### config.mk
export PLATFORM = sky130hd
export DESIGN_NAME = mem_io_sequencer
export DESIGN_NICKNAME = d
export VERILOG_FILES = /design/src/rtl/mem_io_sequencer.sv
export SDC_FILE = /design/constraint.sdc
export NUM_CORES = 1
export LEC_CHECK = 0
export BUFFER_PORTS_ARGS = -buffer_cell sky130_fd_sc_hd__buf_4
export CORE_ASPECT_RATIO = 1.5
export CORE_UTILIZATION = 40
export CTS_CLUSTER_SIZE = 30
export DETAILED_ROUTE_END_ITERATION = 8
export GPL_TIMING_DRIVEN = 0
export SYNTH_ARGS = -nofsm -noshare
export SYNTH_HDL_FRONTEND = slang
export SYNTH_SLANG_ARGS = --single-unit
### constraint.sdc
create_clock -name clk -period 2.59 [get_ports clk]
set_input_delay 0 -clock clk [delete_from_list [all_inputs] [get_ports clk]]
set_output_delay 0 -clock clk [all_outputs]
set_load 0.01 [all_outputs]
### src/rtl/mem_io_sequencer.sv
`default_nettype none
// ============================================================================
// Module   : mem_io_sequencer
// Purpose  : Load / run / dump sequencer for the multicore data memory.
//            Streams LOAD_WORDS host words into memory, starts all cores,
//            waits for every core to finish, then streams DUMP_WORDS words
//            from DUMP_BASE out to a sink. Owns the memory mux select.
// Options  : MEM_IO_CHECKSUM_EN adds a running sum of dumped words.
// Revision : 1.0 - initial release
// ============================================================================
module mem_io_sequencer #(
   parameter int DATA_W     = 16,
   parameter int ADDR_W     = 16,
   parameter int LOAD_WORDS = 1000,
   parameter int DUMP_BASE  = 0,
   parameter int DUMP_WORDS = 997,
   parameter int NUM_CORES  = 4,
   parameter int RD_LAT     = 1
) (
   input  logic                 clk,
   input  logic                 RESET,
   input  logic                 go,
   input  logic                 din_valid,
   output logic                 din_ready,
   input  logic [DATA_W-1:0]    din_data,
   output logic [1:0]           mem_sel,
   output logic [ADDR_W-1:0]    mem_addr,
   output logic [DATA_W-1:0]    mem_wdata,
   output logic                 mem_we,
   input  logic [DATA_W-1:0]    mem_rdata,
   output logic [NUM_CORES-1:0] core_start,
   input  logic [NUM_CORES-1:0] core_end,
   output logic                 dout_valid,
   input  logic                 dout_ready,
   output logic [DATA_W-1:0]    dout_data,
   output logic                 busy,
   output logic                 done,
   output logic [2:0]           state_disp
`ifdef MEM_IO_CHECKSUM_EN
   ,
   output logic [DATA_W-1:0]    checksum,
   output logic                 checksum_valid
`endif
);

   // Counters are one bit wider than the address so a full 2^ADDR_W load fits.
   localparam int CNT_W  = ADDR_W + 1;
   localparam int WAIT_W = (RD_LAT > 1) ? $clog2(RD_LAT) : 1;

   localparam logic [CNT_W-1:0]  LOAD_CNT_END = CNT_W'(LOAD_WORDS);
   localparam logic [CNT_W-1:0]  DUMP_CNT_END = CNT_W'(DUMP_WORDS);
   localparam logic [ADDR_W-1:0] DUMP_BASE_A  = ADDR_W'(DUMP_BASE);
   localparam logic [WAIT_W-1:0] WAIT_LAST    = WAIT_W'(RD_LAT - 1);

   localparam logic [1:0] SEL_CORES  = 2'd0;
   localparam logic [1:0] SEL_LOADER = 2'd1;
   localparam logic [1:0] SEL_DUMPER = 2'd2;

   localparam logic [2:0] S_IDLE      = 3'd0;
   localparam logic [2:0] S_LOAD      = 3'd1;
   localparam logic [2:0] S_RUN       = 3'd2;
   localparam logic [2:0] S_WAIT_END  = 3'd3;
   localparam logic [2:0] S_DUMP_ADDR = 3'd4;
   localparam logic [2:0] S_DUMP_WAIT = 3'd5;
   localparam logic [2:0] S_DUMP_OUT  = 3'd6;
   localparam logic [2:0] S_DONE      = 3'd7;

   logic [2:0]           state_q,      state_d;
   logic [1:0]           mem_sel_q,    mem_sel_d;
   logic [CNT_W-1:0]     load_cnt_q,   load_cnt_d;
   logic [CNT_W-1:0]     dump_cnt_q,   dump_cnt_d;
   logic [WAIT_W-1:0]    wait_cnt_q,   wait_cnt_d;
   logic [NUM_CORES-1:0] end_flags_q,  end_flags_d;
   logic [NUM_CORES-1:0] core_start_q, core_start_d;
   logic                 mem_we_q,     mem_we_d;
   logic [ADDR_W-1:0]    mem_addr_q,   mem_addr_d;
   logic [DATA_W-1:0]    mem_wdata_q,  mem_wdata_d;
   logic [DATA_W-1:0]    dout_data_q,  dout_data_d;

   logic                 w_idle_or_done;
   logic                 w_din_hs;
   logic [NUM_CORES-1:0] w_flags_all;
   logic [CNT_W-1:0]     w_dump_cnt_inc;

   assign w_idle_or_done = (state_q == S_IDLE) || (state_q == S_DONE);
   assign din_ready      = (state_q == S_LOAD) && (load_cnt_q != LOAD_CNT_END);
   assign w_din_hs       = din_valid && din_ready;
   // An end pulse coinciding with core_start (RUN) must still be captured.
   assign w_flags_all    = end_flags_q | core_end;
   assign w_dump_cnt_inc = dump_cnt_q + 1'b1;

   assign dout_valid = (state_q == S_DUMP_OUT);
   assign busy       = !w_idle_or_done;
   assign done       = (state_q == S_DONE);
   assign state_disp = state_q;
   assign mem_sel    = mem_sel_q;
   assign mem_addr   = mem_addr_q;
   assign mem_wdata  = mem_wdata_q;
   assign mem_we     = mem_we_q;
   assign core_start = core_start_q;
   assign dout_data  = dout_data_q;

   // Next-state logic for the sequencer FSM and its datapath registers.
   always_comb begin
      state_d      = state_q;
      mem_sel_d    = mem_sel_q;
      load_cnt_d   = load_cnt_q;
      dump_cnt_d   = dump_cnt_q;
      wait_cnt_d   = wait_cnt_q;
      end_flags_d  = end_flags_q;
      core_start_d = '0;
      mem_we_d     = 1'b0;
      mem_addr_d   = mem_addr_q;
      mem_wdata_d  = mem_wdata_q;
      dout_data_d  = dout_data_q;
      case (state_q)
         S_IDLE, S_DONE: begin
            if (go) begin
               state_d     = S_LOAD;
               mem_sel_d   = SEL_LOADER;
               load_cnt_d  = '0;
               dump_cnt_d  = '0;
               end_flags_d = '0;
            end
         end
         S_LOAD: begin
            if (w_din_hs) begin
               // Write is registered: it appears on the memory port next cycle.
               mem_we_d    = 1'b1;
               mem_addr_d  = load_cnt_q[ADDR_W-1:0];
               mem_wdata_d = din_data;
               load_cnt_d  = load_cnt_q + 1'b1;
            end else if (load_cnt_q == LOAD_CNT_END) begin
               // The final write is on the port this cycle; leave once it lands.
               state_d      = S_RUN;
               mem_sel_d    = SEL_CORES;
               core_start_d = '1;
            end
         end
         S_RUN: begin
            end_flags_d = w_flags_all;
            state_d     = S_WAIT_END;
         end
         S_WAIT_END: begin
            end_flags_d = w_flags_all;
            if (&w_flags_all) begin
               state_d    = S_DUMP_ADDR;
               mem_sel_d  = SEL_DUMPER;
               mem_addr_d = DUMP_BASE_A + dump_cnt_q[ADDR_W-1:0];
            end
         end
         S_DUMP_ADDR: begin
            wait_cnt_d = '0;
            state_d    = S_DUMP_WAIT;
         end
         S_DUMP_WAIT: begin
            if (wait_cnt_q == WAIT_LAST) begin
               dout_data_d = mem_rdata;
               state_d     = S_DUMP_OUT;
            end else begin
               wait_cnt_d = wait_cnt_q + 1'b1;
            end
         end
         S_DUMP_OUT: begin
            if (dout_ready) begin
               dump_cnt_d = w_dump_cnt_inc;
               if (w_dump_cnt_inc == DUMP_CNT_END) begin
                  state_d   = S_DONE;
                  mem_sel_d = SEL_CORES;
               end else begin
                  state_d    = S_DUMP_ADDR;
                  mem_addr_d = DUMP_BASE_A + w_dump_cnt_inc[ADDR_W-1:0];
               end
            end
         end
         default: state_d = S_IDLE;
      endcase
   end

   // State and datapath registers; reset abandons any partial load or dump.
   always_ff @(posedge clk or negedge RESET) begin
      if (!RESET) begin
         state_q      <= S_IDLE;
         mem_sel_q    <= SEL_CORES;
         load_cnt_q   <= '0;
         dump_cnt_q   <= '0;
         wait_cnt_q   <= '0;
         end_flags_q  <= '0;
         core_start_q <= '0;
         mem_we_q     <= 1'b0;
         mem_addr_q   <= '0;
         mem_wdata_q  <= '0;
         dout_data_q  <= '0;
      end else begin
         state_q      <= state_d;
         mem_sel_q    <= mem_sel_d;
         load_cnt_q   <= load_cnt_d;
         dump_cnt_q   <= dump_cnt_d;
         wait_cnt_q   <= wait_cnt_d;
         end_flags_q  <= end_flags_d;
         core_start_q <= core_start_d;
         mem_we_q     <= mem_we_d;
         mem_addr_q   <= mem_addr_d;
         mem_wdata_q  <= mem_wdata_d;
         dout_data_q  <= dout_data_d;
      end
   end

`ifdef MEM_IO_CHECKSUM_EN
   logic [DATA_W-1:0] checksum_q;

   assign checksum       = checksum_q;
   assign checksum_valid = (state_q == S_DONE);

   // Running modulo-2^DATA_W sum of every word accepted by the sink.
   always_ff @(posedge clk or negedge RESET) begin
      if (!RESET) begin
         checksum_q <= '0;
      end else if (w_idle_or_done && go) begin
         checksum_q <= '0;
      end else if (dout_valid && dout_ready) begin
         checksum_q <= checksum_q + dout_data_q;
      end
   end
`else
   // No checksum logic in this build.
`endif

endmodule
`default_nettype wire

# Yosys cells after proc, flatten, opt, wreduce, memory -nomap -nowiden
# Cells that the tools add are included.
[op_classes]
add_sub_neg = 3
eq_ne = 19
muxes = 34
n_bitwise = 2
n_reduce_logical = 22
[op_table]
columns = ["operator", "n"]
rows = [
  ["17-bit case mux with 2 select lines", 2],
  ["16-bit two-way mux", 4],
  ["17-bit two-way mux", 3],
  ["16-bit case mux with 3 select lines", 1],
  ["17-bit by 1-bit adder with 17-bit output, second input constant", 2],
  ["17-bit by 10-bit == test with 1-bit output, second input constant", 2],
  ["3-bit case mux with 7 select lines", 1],
  ["3-bit two-way mux", 6],
  ["17-bit by 10-bit != test with 1-bit output, second input constant", 1],
  ["4-bit two-way mux", 4],
  ["2-bit two-way mux", 7],
  ["3-bit == test, second input constant", 4],
  ["2-bit != test, second input constant", 6],
  ["2-bit case mux with 4 select lines", 1],
  ["4-bit case mux with 2 select lines", 1],
  ["2-bit nonzero test", 4],
  ["7-bit AND reduction", 1],
  ["3-bit by 2-bit == test with 1-bit output, second input constant", 2],
  ["2-bit by 1-bit != test with 1-bit output, second input constant", 3],
  ["2-bit AND reduction", 3],
  ["3-bit AND reduction", 2],
  ["6-bit AND reduction", 1],
  ["5-bit AND reduction", 1],
  ["4-bit bitwise OR", 1],
  ["other kinds (13)", 17],
]
[word_totals]
ff_bits = 97
output_inout_bits = 62
word_cells = 91

# Depth between registers and ports, before layout
# Gate-level depths: netlist (run 1).
[depth]
depth_word = 5
mapped_depth = 11
ltp_nobuf = 9

# Least setup slack after synthesis (run 1)
# OpenSTA, ideal clock, no wires.
[synth_timing]
kind = "reg-to-reg"
startpoint = "register dump_cnt_q[3]"
endpoint = "register mem_addr_q[1], in the netlist mem_addr[1]"
setup_ps = 82
arrival_ps = 2429
path_slack_ps = 79
stages_incl_launch_ff = 9
path_buffers = 2
period_less_slack_ps = 2511
path_cell_list = "dfrtp_1 -> buf_2 -> nand4_4 -> nor4_1 -> mux2i_1 -> o21ai_0 -> or4b_1 -> buf_2 -> a31oi_1"
[synth_via]
elab_chain_len = 4
[synth_lines]
columns = ["element", "line", "source"]
rows = [
  ["from (decl)", "71", "logic [CNT_W-1:0] dump_cnt_q, dump_cnt_d;"],
  ["from (signal assigned)", "198", "dump_cnt_q <= dump_cnt_d;"],
  ["17-bit by 1-bit adder with 17-bit output", "90", "assign w_dump_cnt_inc = dump_cnt_q + 1'b1;"],
  ["17-bit by 10-bit == test with 1-bit output", "167", "if (w_dump_cnt_inc == DUMP_CNT_END) begin"],
  ["2-bit != test (no source line)", "n/a", ""],
  ["5-bit AND reduction (no source line)", "n/a", ""],
  ["to (signal assigned)", "203", "mem_addr_q <= mem_addr_d;"],
  ["to (decl)", "76", "logic [ADDR_W-1:0] mem_addr_q, mem_addr_d;"],
]
# Every way passes these cells.
# A chain may end at the register's enable or synchronous reset.

# Final worst setup path (run 1)
[layout_timing]
startpoint = "register dump_cnt_q[5]"
endpoint = "register mem_addr_q[1], in the netlist mem_addr[1]"
# Same word-level chain as after synthesis.

==> metrics.md, run 1 <==
| Metric | Value |
|---|---|
| Post-route design area | `between 7000 and 8000 sq um` |
| Cell taking the most area after synthesis | `dfrtp_1` |
| First-pass GRT wire length | `26,100 microns` |
| Syn Area/Cell | `roughly 8.8 sq um` |
| Detailed Routing Iterations Pass 1 | `5` |
| Layout Utilization | `55.9%` |
| CP max stage delay | `~0.53 ns` |
| Sequential area share after synthesis | `between 40% and 50%` |
| Placed Area | `between 6000 and 7000 sq um` |
| Layout cell share with drive strength beyond 1 | `a little over a quarter` |
| Largest net degree at the start of global routing | `94` |
| Final period utilization | `a little over nine tenths` |
| Peak VDD IR | `398 uV` |
| DP Wirelength | `about 12,000 microns` |
| Vias in the first global route | `about 5,100` |
| Crit path capture type | `register` |
| Number of flops mapped to enable cells by yosys | `0` |
| Slowest CP cell | `or4b_1` |
| Final setup viols | `0` |
| Rel. slew slack | `roughly a fifth` |
| GPL Wtd Cong | `0.932` |
| Synth top area cells | `dfrtp_1 (44%), nand2_1 (6.4%), nor2_1 (4.6%)` |
| Synth Cell Area | `5240 sq um` |
| Fin crit period | `2.50 ns` |
| Fmax | `0.399 GHz` |
| Hold_ws | `around 0.0058 ns` |
| Initial antenna violation count | `0` |
| Global route total overflow | `0` |
| GRT Overall Usage | `roughly 25%` |
| Top-count cell post-synth | `dfrtp_1` |
| Vias per cell | `about 5.8` |
| Hold Vio Cnt, Final | `0` |
| Synth Register Bits | `93` |
| CP Data Required Time | `approximately 2.9 ns` |
| Final setup TNS | `0 ns` |
| Nets@finish | `~800` |
| IO Count | `around 100` |
| CTS tree | `built` |
| Post-route ant nets | `0` |
| CP Cell Sequence | `nand4_4 > nor4_4 > mux2i_2 > o21ai_0 > or4b_1 > buf_4 > a31oi_1` |
| # H-tree levels | `3` |
| Critical Setup Path Class | `register to register` |
| Worst-path clk slew | `0.07 ns` |
| Syn-to-layout area delta | `34.7%` |
| Worst Tran Pin Value | `about 1.2 ns` |
| Initial DRC Count | `around 330` |
| CORE AREA | `about 13,000 sq um` |
| # clock sinks | `between 90 and 100` |
| Clock Latency Late Sink | `approximately 0.35 ns` |
| Clock Path Buffers | `2` |
| WL final | `about 17,000 microns` |
| Primary FF master, synth | `dfrtp_1` |
| Final WS setup | `around 0.086 ns` |
| Max Cap Viol | `0` |
| Count of final max-slew check failures | `0` |
| Syn Nets | `~640` |
| Commonest cells post-synth | `dfrtp_1 (93), nand2_1 (89), nor2_1 (64)` |
| CP startpoint kind | `register` |
| N_diodes | `0` |
| Worst Path Max Fanout | `10` |
| Synthesized netlist cell count | `around 600` |
| Lkg Pwr | `3.13 nW` |
| PortBufs | `roughly 100` |
| DIE HEIGHT | `142 microns` |
| CTS Buf Count | `9` |
| Site Rows | `50` |
| Power per cell area | `536 nW/um^2` |
| Worst slack at placement | `-0.705 ns` |
| Clock Tree Root | `clkbuf_16` |
| Remaining routing DRC violations | `0` |
| Die Width | `approximately 95 microns` |
| Initial Utilization | `41.5%` |
| DIE AREA | `between 10,000 and 15,000 sq um` |
| Yosys Warn Count | `0` |
| CP Data Arrival Time | `approximately 2.8 ns` |
| Unique masters post-synth | `64` |
| HP Class | `input pin to register` |
| Outcome | `complete, no violations` |
| Area share of the largest cell type after synthesis | `44.4%` |
| Routed length per placed instance | `between 15 and 20 microns` |
| Async S/R FF share, synth | `between 90% and 100%` |
| DR vias | `between 5,000 and 6,000` |
| Clock Skews | `about 0.0086 ns` |
## placed cells by master (no fill, tap or decap), drive strengths merged, types with 3 or more instances in the layout
cell,count
xor2,5
dfrtp,93
xnor2,12
and2,6
nor3,15
a211oi,16
nand2,90
nand4,10
o32ai,11
a31oi,11
nand3,28
inv,17
or4,3
nor4,9
a21o,4
mux2,17
nor4b,4
nor2,65
clkbuf,36
ha,4
o211ai,6
o31ai,18
buf,132
a21oi,27
o21ai,39
dlygate4sd3,35
nand2b,5
a221oi,5
and3,4
## critical path, delay by kind of cell (launching register included)
family	cells	cell delay, ns
mux	1	0.29
flops	1	0.52
simple gates	3	1.09
buf+inv	1	0.20
compound gates	2	0.31
## metal layers
| metal | track usage [%] | vias up | part of all wire [%] | routed length [microns] |
|---|---|---|---|---|
| met5 | 0 | - | 0 | 0 |
| met4 | 13.6 | 0 | 4.4 | 731 |
| met3 | 3.69 | 53 | 4.9 | 823 |
| met2 | 44.1 | 222 | 52 | 8650 |
| met1 | 29.4 | 2534 | 39 | 6570 |
| li1 | - | 2459 | - | - |
## metrics by stage
step / instances / total power [mW]
global route: 914 / 3.95
global placement: 856 / 2.42
detailed placement: 856 / 2.43
CTS: 913 / 3.80
finish: 914 / 3.78
floorplan: 598 / 2.06
## sequential cells by signal, indices dropped and copies added (netlist names)
| register | cells |
|---|---|
| dump_cnt_q | 17 |
| end_flags_q | 4 |
| mem_we | 1 |
| mem_addr | 16 |
| dout_data | 16 |
| load_cnt_q | 17 |
| state_disp | 3 |
| mem_sel | 2 |
| core_start | 1 |
| mem_wdata | 16 |
## final cells by class
type	count	area, sq um
Buffer	47	267
Clock buffer	10	239
Clock inverter	6	55.1
Fill cell	1184	5570
Inverter	14	52.6
Multi-Input combinational cell	442	2740
Sequential cell	93	2330
Tap cell	156	195
Timing Repair Buffer	146	1180
## path summary, 6_finish.rpt
kind | start | to | slack (ns) | depth (start not counted)
max in group asynchronous | RESET | load_cnt_q[2] | 1.32 | 2
worst min-delay path | core_end[0] | end_flags_q[0] | 0.006 | 3
worst min register to register | mem_wdata[14] | mem_wdata[14] | 0.47 | 2
worst max-delay path | dump_cnt_q[5] | mem_addr[1] | 0.09 | 7
worst max register to register | dump_cnt_q[5] | mem_addr[1] | 0.09 | 7
min in group asynchronous | RESET | dump_cnt_q[16] | 0.43 | 2
## what timing repair did
action | 4_1_cts | 5_1_grt
endpoints found under the setup margin | 20 | 40
endpoints found under the hold margin | 127 | 0
setup buffers | 6 | 3
pin swaps | 3 | 5
hold buffers | 35 | 0
resized for setup | 13 | 40
## where the power goes
group          leakage (nW)  internal, mW  switching [mW]
clock network         0.139         0.697           0.624
logic                  1.81         0.354           0.360
registers              1.18          1.59           0.159
total                  3.13          2.64            1.14
## kinds of logic (layout without fill, tap and decap cells)
family | Yosys count | after routing | synth area share, %
AO/OA/AOI/OAI | 149 | 149 | 19.0
XOR/XNOR | 17 | 17 | 2.84
adder cells (fa/ha/maj) | 4 | 4 | 0.955
buffers and inverters | 63 | 223 | 5.58
flip-flops | 93 | 93 | 44.4
multiplexers | 18 | 18 | 3.84
AND/OR/NAND/NOR | 254 | 254 | 23.4
No activity file was read; power rests on OpenSTA's default activity.
==> inputs of run 2 (changes only) <==
--- a/config.mk
+++ b/config.mk
@@ -8,6 +8,7 @@
 export BUFFER_PORTS_ARGS = -buffer_cell sky130_fd_sc_hd__buf_4
 export CORE_ASPECT_RATIO = 1.5
 export CORE_UTILIZATION = 40
+export CTS_BUF_LIST = sky130_fd_sc_hd__clkbuf_4 sky130_fd_sc_hd__clkbuf_8
 export CTS_CLUSTER_SIZE = 30
 export DETAILED_ROUTE_END_ITERATION = 8
 export GPL_TIMING_DRIVEN = 0
==> constraint.sdc (replaced) <==
create_clock -name clk -period 3 [get_ports clk]
set_input_delay 0 -clock clk [delete_from_list [all_inputs] [get_ports clk]]
set_output_delay 0 -clock clk [all_outputs]
set_load 0.01 [all_outputs]
==> run 2 against run 1 <==
  * Critical path depth unchanged
  * Final area down 3.7%
  * Core utilization down 2.1 points
  * Total power down 22%
  * Global-route usage down 0.20 points
  * Combinational power down 13%
==> metrics.md, run 2 (synthesis results as in run 1) <==
| Metric | Value |
|---|---|
| Detailed Routing Iterations Pass 1 | `5 (unchanged)` |
| Post-route design area | `6800 sq um (-3.7%)` |
| Clock Skews | `0.0110 ns (+0.00246 ns)` |
| Max Cap Viol | `0 (unchanged)` |
| CP Cell Sequence | `nand3_1 > nor4_4 > mux2i_2 > o21ai_0 > or4b_1 > buf_2 > a31oi_1` |
| Outcome | `complete, no violations` |
| IO Count | `103 (unchanged)` |
| Total Power | `2.96 mW (-22%)` |
| Crit-path leading delay family | `simple AND/OR/NAND/NOR gates` |
| Final period utilization | `95.9% (-0.81 points)` |
| CP Data Required Time | `3.30 ns (+0.45 ns)` |
| Largest regs | `dump_cnt_q: 17 flops, load_cnt_q: 17 flops` |
| Initial antenna violation count | `0 (unchanged)` |
| Final WS setup | `0.124 ns (+0.0380 ns)` |
| CP max stage delay | `0.52 ns (about the same)` |
| Worst-path clk slew | `0.10 ns (+0.03 ns)` |
| Clock Tree Root | `clkbuf_8` |
| Initial DRC Count | `362 (+9.4%)` |
| Crit path capture type | `register` |
| Final setup viols | `0 (unchanged)` |
| GRT Overall Usage | `25.1% (-0.20 points)` |
| Slowest CP cell | `nor4_4` |
| Global route total overflow | `0 (unchanged)` |
| Nets@finish | `794 (-0.50%)` |
| Die Width | `95.5 microns (unchanged)` |
| Rel. slew slack | `20.4% (-0.42 points)` |
| Hold Vio Cnt, Final | `0 (unchanged)` |
| Worst path bufs/invs | `1 (unchanged)` |
| Layout cell share with drive strength beyond 1 | `23.2% (-3.7 points)` |
| RSZ-0062 raised after global routing | `no` |
| Worst Tran Pin Value | `1.19 ns (+0.00623 ns)` |
| Syn-to-layout area delta | `29.8%` |
| # clock sinks | `93 (unchanged)` |
| CTS Buf Count | `9 (unchanged)` |
| Site Rows | `50 (unchanged)` |
| Fin crit period | `2.88 ns (+0.372 ns)` |
| Worst R2R Setup Slack | `0.12 ns (+0.04 ns)` |
| DIE AREA | `13,600 sq um (unchanged)` |
| DP Wirelength | `11,600 microns (unchanged)` |
| Vias in the first global route | `4,992 (-1.9%)` |
| DR vias | `5,201 (-1.3%)` |
| Commonest cells after routing, fill and taps aside | `buf_4 (108), dfrtp_1 (93), nand2_1 (89), nor2_1 (64), o21ai_0 (38)` |
| Power per cell area | `435 nW/um^2 (-19%)` |
| N_diodes | `0 (unchanged)` |
| Routed length per placed instance | `18.1 microns (-1.5%)` |
| Fmax | `0.348 GHz (-13%)` |
| Initial Utilization | `41.5% (unchanged)` |
| HP Class | `input pin to register` |
| Placed Area | `6200 sq um (unchanged)` |
| First-pass GRT wire length | `25,800 microns (-1.0%)` |
| WL final | `16,500 microns (-1.9%)` |
| Peak VDD IR | `291 uV (-27%)` |
| CORE AREA | `12,600 sq um (unchanged)` |
| GPL Wtd Cong | `0.932 (unchanged)` |
| CP Data Arrival Time | `3.17 ns (+0.40 ns)` |
| Critical Setup Path Class | `register to register` |
| Worst slack at placement | `-0.295 ns (+0.410 ns)` |
| Final setup TNS | `0 ns (unchanged)` |
| # H-tree levels | `3 (unchanged)` |
| Post-route ant nets | `0 (unchanged)` |
| Lkg Pwr | `3.03 nW (-3.3%)` |
| Most common cell after layout, fill and taps aside | `buf_4` |
| Largest net degree at the start of global routing | `94 (unchanged)` |
| Worst Path Max Fanout | `10 (unchanged)` |
| CP startpoint kind | `register` |
| Remaining routing DRC violations | `0 (unchanged)` |
| Vias per cell | `5.72 (-0.84%)` |
| Clock Path Buffers | `2 (unchanged)` |
| DIE HEIGHT | `142 microns (unchanged)` |
| Clock Latency Late Sink | `0.38 ns (+0.03 ns)` |
| PortBufs | `102 (unchanged)` |
| CTS tree | `built` |
| Count of final max-slew check failures | `0 (unchanged)` |
## run 2: changes by cell type in the layout (fill, tap and decap cells not counted), sizes merged
cell and change:
buf -9, clkbuf +3, dlygate4sd3 +2
## run 2: worst register-to-register path: cells and delay by family, from the launching register on
kind                   cells  cell delay (ns)
buffers and inverters      1             0.22
flip-flops                 1             0.51
AND/OR/NAND/NOR            3             1.31
multiplexers               1             0.42
AO/OA/AOI/OAI              2             0.35
## run 2: power breakdown
group,switching [mW],internal (mW)
Combinational,0.315,0.303
Clock,0.506,0.340
Sequential,0.126,1.37
## run 2: timing repair
item                       CTS  global route
gates resized for setup      3             5
pin swaps                    0             1
hold buffers                37             0
setup buffers                0             1
setup endpoints to repair   13            12
hold endpoints to repair   129             0
## run 2: path summary, 6_finish.rpt
path,start,to,cells after the start
max in group asynchronous,RESET,mem_addr[10],2
min in group asynchronous,RESET,dump_cnt_q[16],2
setup reg to reg,dump_cnt_q[8],mem_addr[1],7
hold / removal,go,end_flags_q[1],4
setup / recovery,dump_cnt_q[8],mem_addr[1],7
hold reg to reg,mem_wdata[14],mem_wdata[14],2
## run 2: layer usage
metal | wire length [microns] | GRT usage, % | up-vias
li1 | - | - | 2459
met1 | 6490 | 29.4 | 2484
met2 | 8560 | 44.4 | 214
met3 | 765 | 3.79 | 44
met4 | 646 | 11.5 | 0
met5 | 0 | 0 | -
## run 2: cell type report
type	count	area [sq um]
clock buffers	10	138
flip-flops and latches	93	2330
fillers	1207	5830
clock inverters	6	55.1
repair buffers	140	1140
multi-input cells	442	2650
plain buffers	49	243
inverters	14	52.6
well taps	156	195
## run 2: metrics by stage
stage	utilization, %	hold slack, ns	cells
finish	53.8	0.120	910
global route	53.8	0.129	910
CTS	53.7	0.105	909
detailed placement	49.1	0.195	856
global placement	49.1	0.190	856
floorplan	-	-0.296	598
